### src/rtl/adder_pkg.sv
// Shared constants, result type and helper functions for the pipelined adder family.
package adder_pkg;

    localparam int DEFAULT_WIDTH  = 16;
    localparam int DEFAULT_STAGES = 4;

    typedef struct packed {
        logic [DEFAULT_WIDTH-1:0] sum;
        logic                     cout;
        logic                     ovf;
    } add_result_t;

    function automatic bit stages_divide_width(input int width, input int stages);
        return (stages > 32'sd0) && (width > 32'sd0) && ((width % stages) == 32'sd0);
    endfunction

    // Single full-adder cell: returns {carry_out, sum_bit}.
    function automatic logic [1:0] full_add(input logic a, input logic b, input logic c);
        return {(a & b) | (a & c) | (b & c), a ^ b ^ c};
    endfunction

endpackage

### src/rtl/adder_chunk.sv
// Combinational ripple-carry slice of CHUNK full-adder cells; also exposes the
// carry into its top bit so the last slice can derive signed overflow.
module adder_chunk
    import adder_pkg::*;
#(
    parameter int CHUNK = 4
) (
    input  logic [CHUNK-1:0] a,
    input  logic [CHUNK-1:0] b,
    input  logic             ci,
    output logic [CHUNK-1:0] s,
    output logic             co,
    output logic             c_msb_in
);

    // Ripple the carry through the slice, remembering the carry into the top bit.
    always_comb begin
        logic       c_v;
        logic [1:0] fa_v;
        c_v      = ci;
        fa_v     = 2'b00;
        s        = {CHUNK{1'b0}};
        c_msb_in = 1'b0;
        for (int i = 0; i < CHUNK; i++) begin
            c_msb_in = c_v;
            fa_v     = full_add(a[i], b[i], c_v);
            s[i]     = fa_v[0];
            c_v      = fa_v[1];
        end
        co = c_v;
    end

endmodule

### src/rtl/pipelined_adder.sv
// Pipelined WIDTH-bit adder/subtractor: one CHUNK-bit ripple slice per stage,
// valid/ready handshake with a global stall that freezes every stage.
module pipelined_adder
    import adder_pkg::*;
#(
    parameter int WIDTH  = DEFAULT_WIDTH,
    parameter int STAGES = DEFAULT_STAGES
) (
    input  logic             clk,
    input  logic             rst_n,
    input  logic             in_valid,
    output logic             in_ready,
    input  logic [WIDTH-1:0] a,
    input  logic [WIDTH-1:0] b,
    input  logic             cin,
    input  logic             sub,
    output logic             out_valid,
    input  logic             out_ready,
    output logic [WIDTH-1:0] sum,
    output logic             cout,
    output logic             ovf
);

    localparam int CHUNK = WIDTH / STAGES;
    localparam int OPS   = (STAGES > 1) ? STAGES - 1 : 1;
    localparam logic [WIDTH-1:0] CMASK = WIDTH'({CHUNK{1'b1}});

    if (!stages_divide_width(WIDTH, STAGES)) begin : g_cfg_err
        $error("pipelined_adder: WIDTH must be a multiple of STAGES");
    end

    // Per-stage source operands (stage 0 from the ports, others from the previous register)
    logic [WIDTH-1:0]  a_src_s    [STAGES];
    logic [WIDTH-1:0]  b_src_s    [STAGES];
    logic [WIDTH-1:0]  s_src_s    [STAGES];
    logic [WIDTH-1:0]  s_next_s   [STAGES];
    logic [CHUNK-1:0]  chunk_s    [STAGES];
    logic [STAGES-1:0] v_src_s;
    logic [STAGES-1:0] c_src_s;
    logic [STAGES-1:0] co_s;
    logic [STAGES-1:0] cmsb_s;

    logic [WIDTH-1:0]  a_r [OPS];
    logic [WIDTH-1:0]  b_r [OPS];
    logic [WIDTH-1:0]  s_r [STAGES];
    logic [STAGES-1:0] v_r;
    logic [STAGES-1:0] c_r;
    logic              ovf_r;
    logic              stall_s;

    assign stall_s   = v_r[STAGES-1] & ~out_ready;
    assign in_ready  = ~stall_s;
    assign out_valid = v_r[STAGES-1];
    assign sum       = s_r[STAGES-1];
    assign cout      = c_r[STAGES-1];
    assign ovf       = ovf_r;

    for (genvar k = 0; k < STAGES; k++) begin : g_stage
        if (k == 0) begin : g_entry
            // Subtraction is a + ~b + ~cin, so borrow-in inverts into the carry chain.
            assign a_src_s[k] = a;
            assign b_src_s[k] = sub ? ~b : b;
            assign c_src_s[k] = sub ? ~cin : cin;
            assign s_src_s[k] = {WIDTH{1'b0}};
            assign v_src_s[k] = in_valid;
        end else begin : g_inner
            assign a_src_s[k] = a_r[k-1];
            assign b_src_s[k] = b_r[k-1];
            assign c_src_s[k] = c_r[k-1];
            assign s_src_s[k] = s_r[k-1];
            assign v_src_s[k] = v_r[k-1];
        end

        adder_chunk #(
            .CHUNK(CHUNK)
        ) u_chunk (
            .a       (a_src_s[k][k*CHUNK +: CHUNK]),
            .b       (b_src_s[k][k*CHUNK +: CHUNK]),
            .ci      (c_src_s[k]),
            .s       (chunk_s[k]),
            .co      (co_s[k]),
            .c_msb_in(cmsb_s[k])
        );

        assign s_next_s[k] = (s_src_s[k] & ~(CMASK << (k*CHUNK)))
                           | (WIDTH'(chunk_s[k]) << (k*CHUNK));
    end

    // Pipeline advance: all stages move together unless the output beat is stalled.
    always_ff @(posedge clk or negedge rst_n) begin
        if (!rst_n) begin
            v_r   <= {STAGES{1'b0}};
            c_r   <= {STAGES{1'b0}};
            ovf_r <= 1'b0;
            for (int k = 0; k < STAGES; k++) begin
                s_r[k] <= {WIDTH{1'b0}};
            end
            for (int k = 0; k < OPS; k++) begin
                a_r[k] <= {WIDTH{1'b0}};
                b_r[k] <= {WIDTH{1'b0}};
            end
        end else if (!stall_s) begin
            v_r   <= v_src_s;
            c_r   <= co_s;
            ovf_r <= co_s[STAGES-1] ^ cmsb_s[STAGES-1];
            for (int k = 0; k < STAGES; k++) begin
                s_r[k] <= s_next_s[k];
            end
            for (int k = 0; k < STAGES - 1; k++) begin
                a_r[k] <= a_src_s[k];
                b_r[k] <= b_src_s[k];
            end
        end
    end

endmodule

### config.mk
export PLATFORM = sky130hd
export DESIGN_NAME = pipelined_adder
export DESIGN_NICKNAME = d
export VERILOG_FILES = /design/src/rtl/adder_pkg.sv /design/src/rtl/adder_chunk.sv /design/src/rtl/pipelined_adder.sv
export SDC_FILE = /design/constraint.sdc
export NUM_CORES = 1
export LEC_CHECK = 0
export CORE_AREA = 3 3 93 95
export DETAILED_ROUTE_END_ITERATION = 7
export DIE_AREA = 0 0 96 98
export PLACE_DENSITY = 0.77
export SETUP_SLACK_MARGIN = 0.2
export SLEW_MARGIN = 0
export SYNTH_ARGS = -nofsm -noshare
export SYNTH_HDL_FRONTEND = slang
export SYNTH_SLANG_ARGS = --single-unit
### constraint.sdc
create_clock -name clk -period 2.9 [get_ports clk]
set_input_delay 0.58 -clock clk [delete_from_list [all_inputs] [get_ports clk]]
set_output_delay 0.58 -clock clk [all_outputs]
set_load 0.01 [all_outputs]
Word-level counts from Yosys, hierarchy flattened
Index checks and enable logic that the tools add are counted.
Widths: inputs -> output; s select.
{ "word_totals": {"register_bits": 145, "ramBits": 0, "elab_cells": 136, "latch_bits": 0, "mem_bits_ro": 0, "in_bits": 38, "mem_count": 0} }
{ "classes": {"n_eq_ne": 0, "magnitude_cmp": 0, "n_shift": 0, "n_mux": 2, "reduce_logical": 0, "bitwise": 121, "mul": 0, "div": 0, "n_addsub": 0} }
{ "ops": {"columns": ["op", "count"], "rows": [
  ["$and 1x1->1", 49],
  ["$xor 1x1->1", 33],
  ["$or 1x1->1", 32],
  ["$mux 16", 1],
  ["$not 16->16", 1],
  ["$or 12x16->16", 1],
  ["$or 8x12->12", 1],
  ["$or 4x8->8", 1],
  ["$not 1->1", 3],
  ["$mux 1", 1]
]} }

Depth between registers and ports, before layout
Gate-level depths: netlist (run 1).
{ "depth": {"word_depth": 14, "ltp_mapped": 10} }

Cells and area by module
Synthesis (run 1) repeated with hierarchy kept, for this count alone.
{ "unflattened": {"cells_unflattened": 282, "hier_area_um2": 4428.0} }
{ "by_module_without_submodules": {"columns": ["mod", "area_per_inst_um2", "seq_area_each_um2", "instances", "cells_per_inst"], "rows": [
  ["pipelined_adder", 3957.5, 2427.3, 1, 226],
  ["adder_chunk", 117.6, 0.0, 4, 14]
]} }

Least setup slack after synthesis (run 1)
OpenSTA, ideal clock, no wires.
{ "synth_timing": {"path_kind": "input port to flip-flop", "startpoint": "input port sub", "endpoint": "register s_r[51] (netlist bit)", "required_time_ns": 2.775, "arrival_time_ns": 2.846, "stages": 10, "path_slack_ns": -0.071, "setup_time_ns": 0.125, "path_cell_list": "buf_2 > buf_4 > xor2_1 > fa_1 > inv_1 > fa_1 > fa_1 > inv_1 > fa_1 > mux2_2"} }
{ "synth_lines": {"columns": ["element", "line_no", "rtl"], "rows": [
  ["start: declaration", "pipelined_adder.sv:16", "input logic sub,"],
  ["end signal: indexed assignment", "pipelined_adder.sv:96", "s_r[k] <= {WIDTH{1'b0}};"],
  ["end signal: indexed assignment", "pipelined_adder.sv:107", "s_r[k] <= s_next_s[k];"],
  ["end: declaration", "pipelined_adder.sv:45", "logic [WIDTH-1:0] s_r [STAGES];"]
]} }

==> impl_metrics.py, run 1 <==
metrics = {
    "run_status": {
        "status": "finished clean",
    },
    "routing": {
        "num_vias": 2245,
        "drcViolationCount": 0,
        "viasPerCell": 5.03,
        "ant_nets": 0,
        "first_pass_iters": 4,
        "drt-initial-drc-count": 92,
        "routedWlPerCell_um": 15.2,
        "routed_wl_um": 6760,
    },
    "logic_synthesis": {
        "yosysTopAreaCellShare_pct": 57.3,
        "yosysWarnings": 0,
        "synth_edf_count": 0,
        "ys_seq_area_share_pct": 57.3,
        "ys_ff_latch": 97,
        "yosysUniqueCellTypes": 15,
        "syn_area_per_cell_um2": 15.3,
        "syn_nets": 331,
        "synth.largest_area_cell": "dfrtp_1",
        "ys_top_cells_by_area": "dfrtp_1 57%, mux2_2 22%, fa_1 7.6%",
        "synthCells": 277,
        "synthArstFlopShare_pct": 100,
        "synth.most_common_cell": "dfrtp_1",
        "synth_flop_cell": "dfrtp_1",
        "netlist_area_um2": 4230,
        "synthTopCellsByCount": "97 x dfrtp_1, 83 x mux2_2, 25 x inv_1",
    },
    "global_route": {
        "gr-total-overflow": 0,
        "grt_pass1_vias": 2424,
        "grt_max_degree": 57,
        "antenna_found_initial": 0,
        "grt_usage_pct": 15.7,
        "grt_pass1_wl_um": 11400,
    },
    "clock_network": {
        "tritoncts": "done",
        "cts_setup_buffers": 0,
        "numCtsBuffers": 9,
        "clk_latency_ns": 0.35,
        "clockBufferDepth": 2,
        "root_buffer": "clkbuf_8",
        "clock-sinks": 97,
        "path_clk_slew_ns": 0.09,
        "htree_levels": 3,
    },
    "flow_run": {
        "maxCapViolCount": 0,
    },
    "floorplan": {
        "start_util_pct": 54.2,
        "io_pins": 58,
        "die_height_um": 98,
        "dieArea_um2": 9410,
        "die_x_um": 96,
        "core_area_um2": 7810,
        "row_count": 32,
    },
    "pwr": {
        "sw_frac_of_total_pct": 29.6,
        "p_seq_share_pct": 45.1,
        "pwr-share-comb_pct": 36.5,
        "net-switching-power_mw": 1.50,
        "internal_power_mw": 3.57,
        "power_density_nw_per_um2": 990,
        "clockPowerShare_pct": 18.3,
        "peakVddDrop_v": 0.000407,
        "p_leak_nw": 2.19,
    },
    "sta": {
        "period_share_pct": 89.5,
        "whs_ns": 0.245,
        "max_freq_mhz": 385,
        "worst_slew_margin_rel_pct": 52.3,
        "clock_skew_ns": 0.00894,
        "rsz0062_at_grt": "false",
        "hold_viol": 0,
        "tightest_slew_ns": 0.716,
        "setup_viol": 0,
        "slew_violations": 0,
        "fin_crit_ns": 2.59,
    },
    "finish": {
        "drive_gt1_share_pct": 33.1,
        "diodes": 0,
        "n_fill_cell": 599,
        "nets": 393,
        "final_util_pct": 65.6,
        "area_growth_pct": 20.9,
    },
    "critical_path": {
        "r2r_setup_slack_ns": 0.60,
        "crit-reg2reg-launch": "a_r[12]",
        "crit_fanout": 4,
        "r2r-end": "ovf",
        "cp_cell_sequence": "dlygate4sd2_1 -> buf_6 -> xor2_4 -> fa_2 -> inv_2 -> fa_2 -> fa_2 -> inv_2 -> fa_1 -> mux2_4",
        "cp_slowest_cell": "fa_1",
        "end_kind": "flip-flop",
        "critical_path_class": "input port to flip-flop",
        "cp_slowest_stage_delay_ns": 0.38,
        "arrival_ns": 2.83,
        "cp-startpoint": "sub",
        "cp-start-kind": "input port",
        "r2r_cells": 9,
        "path_common_cell": "fa_2",
        "worstPathRequired_ns": 3.14,
    },
    "placement": {
        "dp_hpwl_um": 4610,
        "finalWeightedCongestion": 0.728,
        "io_buffers": 57,
    },
    "hold_path": {
        "hold_path.class": "input port to asynchronous set/reset pin",
    },
}
[power by group through the flow]
| stage | Clock (mW) | Sequential (mW) | Combinational, mW |
|---|---|---|---|
| floorplan | 0 | 2.29 | 1.28 |
| global placement | 0 | 2.30 | 1.80 |
| detailed placement | 0 | 2.33 | 1.88 |
| CTS | 0.962 | 2.30 | 1.89 |
| global route | 1.01 | 2.37 | 2.08 |
| finish | 0.929 | 2.29 | 1.85 |
[cells in the final DEF (no fill, tap or decap)]
cell | synthesis | routed
bufinv_16 | 0 | 2
buf_12 | 0 | 1
nor3b_1 | 9 | 9
mux2i_1 | 4 | 4
inv_1 | 25 | 23
a21oi_1 | 9 | 9
clkbuf_1 | 0 | 2
dfrtp_1 | 97 | 97
clkdlybuf4s50_1 | 0 | 53
xnor2_1 | 5 | 5
clkinv_2 | 0 | 1
inv_2 | 1 | 3
xor2_4 | 0 | 1
dlygate4sd2_1 | 0 | 3
fa_2 | 0 | 3
buf_6 | 9 | 1
xor2_2 | 0 | 1
nor2b_4 | 1 | 1
mux2_4 | 0 | 1
clkbuf_8 | 0 | 9
fa_1 | 16 | 13
xor2_1 | 13 | 11
clkinvlp_4 | 0 | 2
nand2b_1 | 1 | 1
mux2_2 | 83 | 82
buf_4 | 1 | 6
[cell families after synthesis]
| logic type | after synthesis | synth area share (%) |
|---|---|---|
| adders and majority gates | 16 | 7.57 |
| buffers and inverters | 39 | 5.23 |
| xor gates and xnor gates | 18 | 3.72 |
| muxes | 87 | 23.0 |
| AOI/OAI and AO/OA | 9 | 1.06 |
| DFF | 97 | 57.3 |
| and+or+nand+nor | 11 | 2.07 |
[critical path, delay by kind of cell]
kind / cells / cell delay, ns
mux: 1 / 0.27
xor+xnor: 1 / 0.17
fa+ha+maj: 4 / 1.32
buf+inv: 4 / 0.48
[worst max-delay path by stage]
stage,to,slack (ns)
after floorplan,s_r[51],0.18
after global placement,s_r[51],-0.25
after detailed placement,s_r[51],-0.32
after CTS,s_r[51],0.23
after global routing,s_r[51],0.26
final,s_r[51],0.31
[per-stage QoR]
stage | cells | TNS, ns | total power, mW | worst slack, ns | instance area (um2)
global placement | 430 | -0.253 | 4.11 | -0.249 | 4890
global route | 446 | 0 | 5.47 | 0.260 | 5120
CTS | 446 | 0 | 5.15 | 0.233 | 5120
floorplan | 277 | 0 | 3.57 | 0.180 | 4280
finish | 446 | 0 | 5.07 | 0.306 | 5120
detailed placement | 430 | -0.349 | 4.21 | -0.315 | 4890
[sequential cells by signal (all words and copies together), names as in the netlist]
| name | count |
|---|---|
| ovf | 1 |
| v_r | 4 |
| a_r | 24 |
| b_r | 24 |
| s_r | 24 |
| sum | 16 |
| c_r | 4 |
[per-layer routing]
metal	wire length, um	global-route usage, %	part of all wire (%)	up-vias
met3	313	4.70	4.6	5
met5	0	0	0	-
met1	2930	20.1	43	1148
li1	-	-	-	1045
met2	3470	25.9	51	47
met4	53	3.94	0.78	0
[cell type report]
cell class | count | area, um2 | share of cell area, %
flip-flops and latches | 97 | 2430 | 47.4
multi-input cells | 141 | 1620 | 31.7
repair buffers | 64 | 633 | 12.4
clock buffers | 11 | 131 | 2.57
well taps | 102 | 128 | 2.49
inverters | 26 | 97.6 | 1.91
clock inverters | 5 | 80.1 | 1.56
[repair_timing]
action                                  in CTS  in global routing
hold endpoints to repair                     0                  0
resized for setup                            7                  0
endpoints found under the setup margin       1                  1
pin swaps                                    6                  3
hold buffers                                 0                  0
(Power assumes the default switching activity.)
==> inputs of run 2 (changes only) <==
SLEW_MARGIN = 20   (was 0)
==> results of run 2 <==
Same layout as run 1: the final DEF is identical, and so are final timing and power.
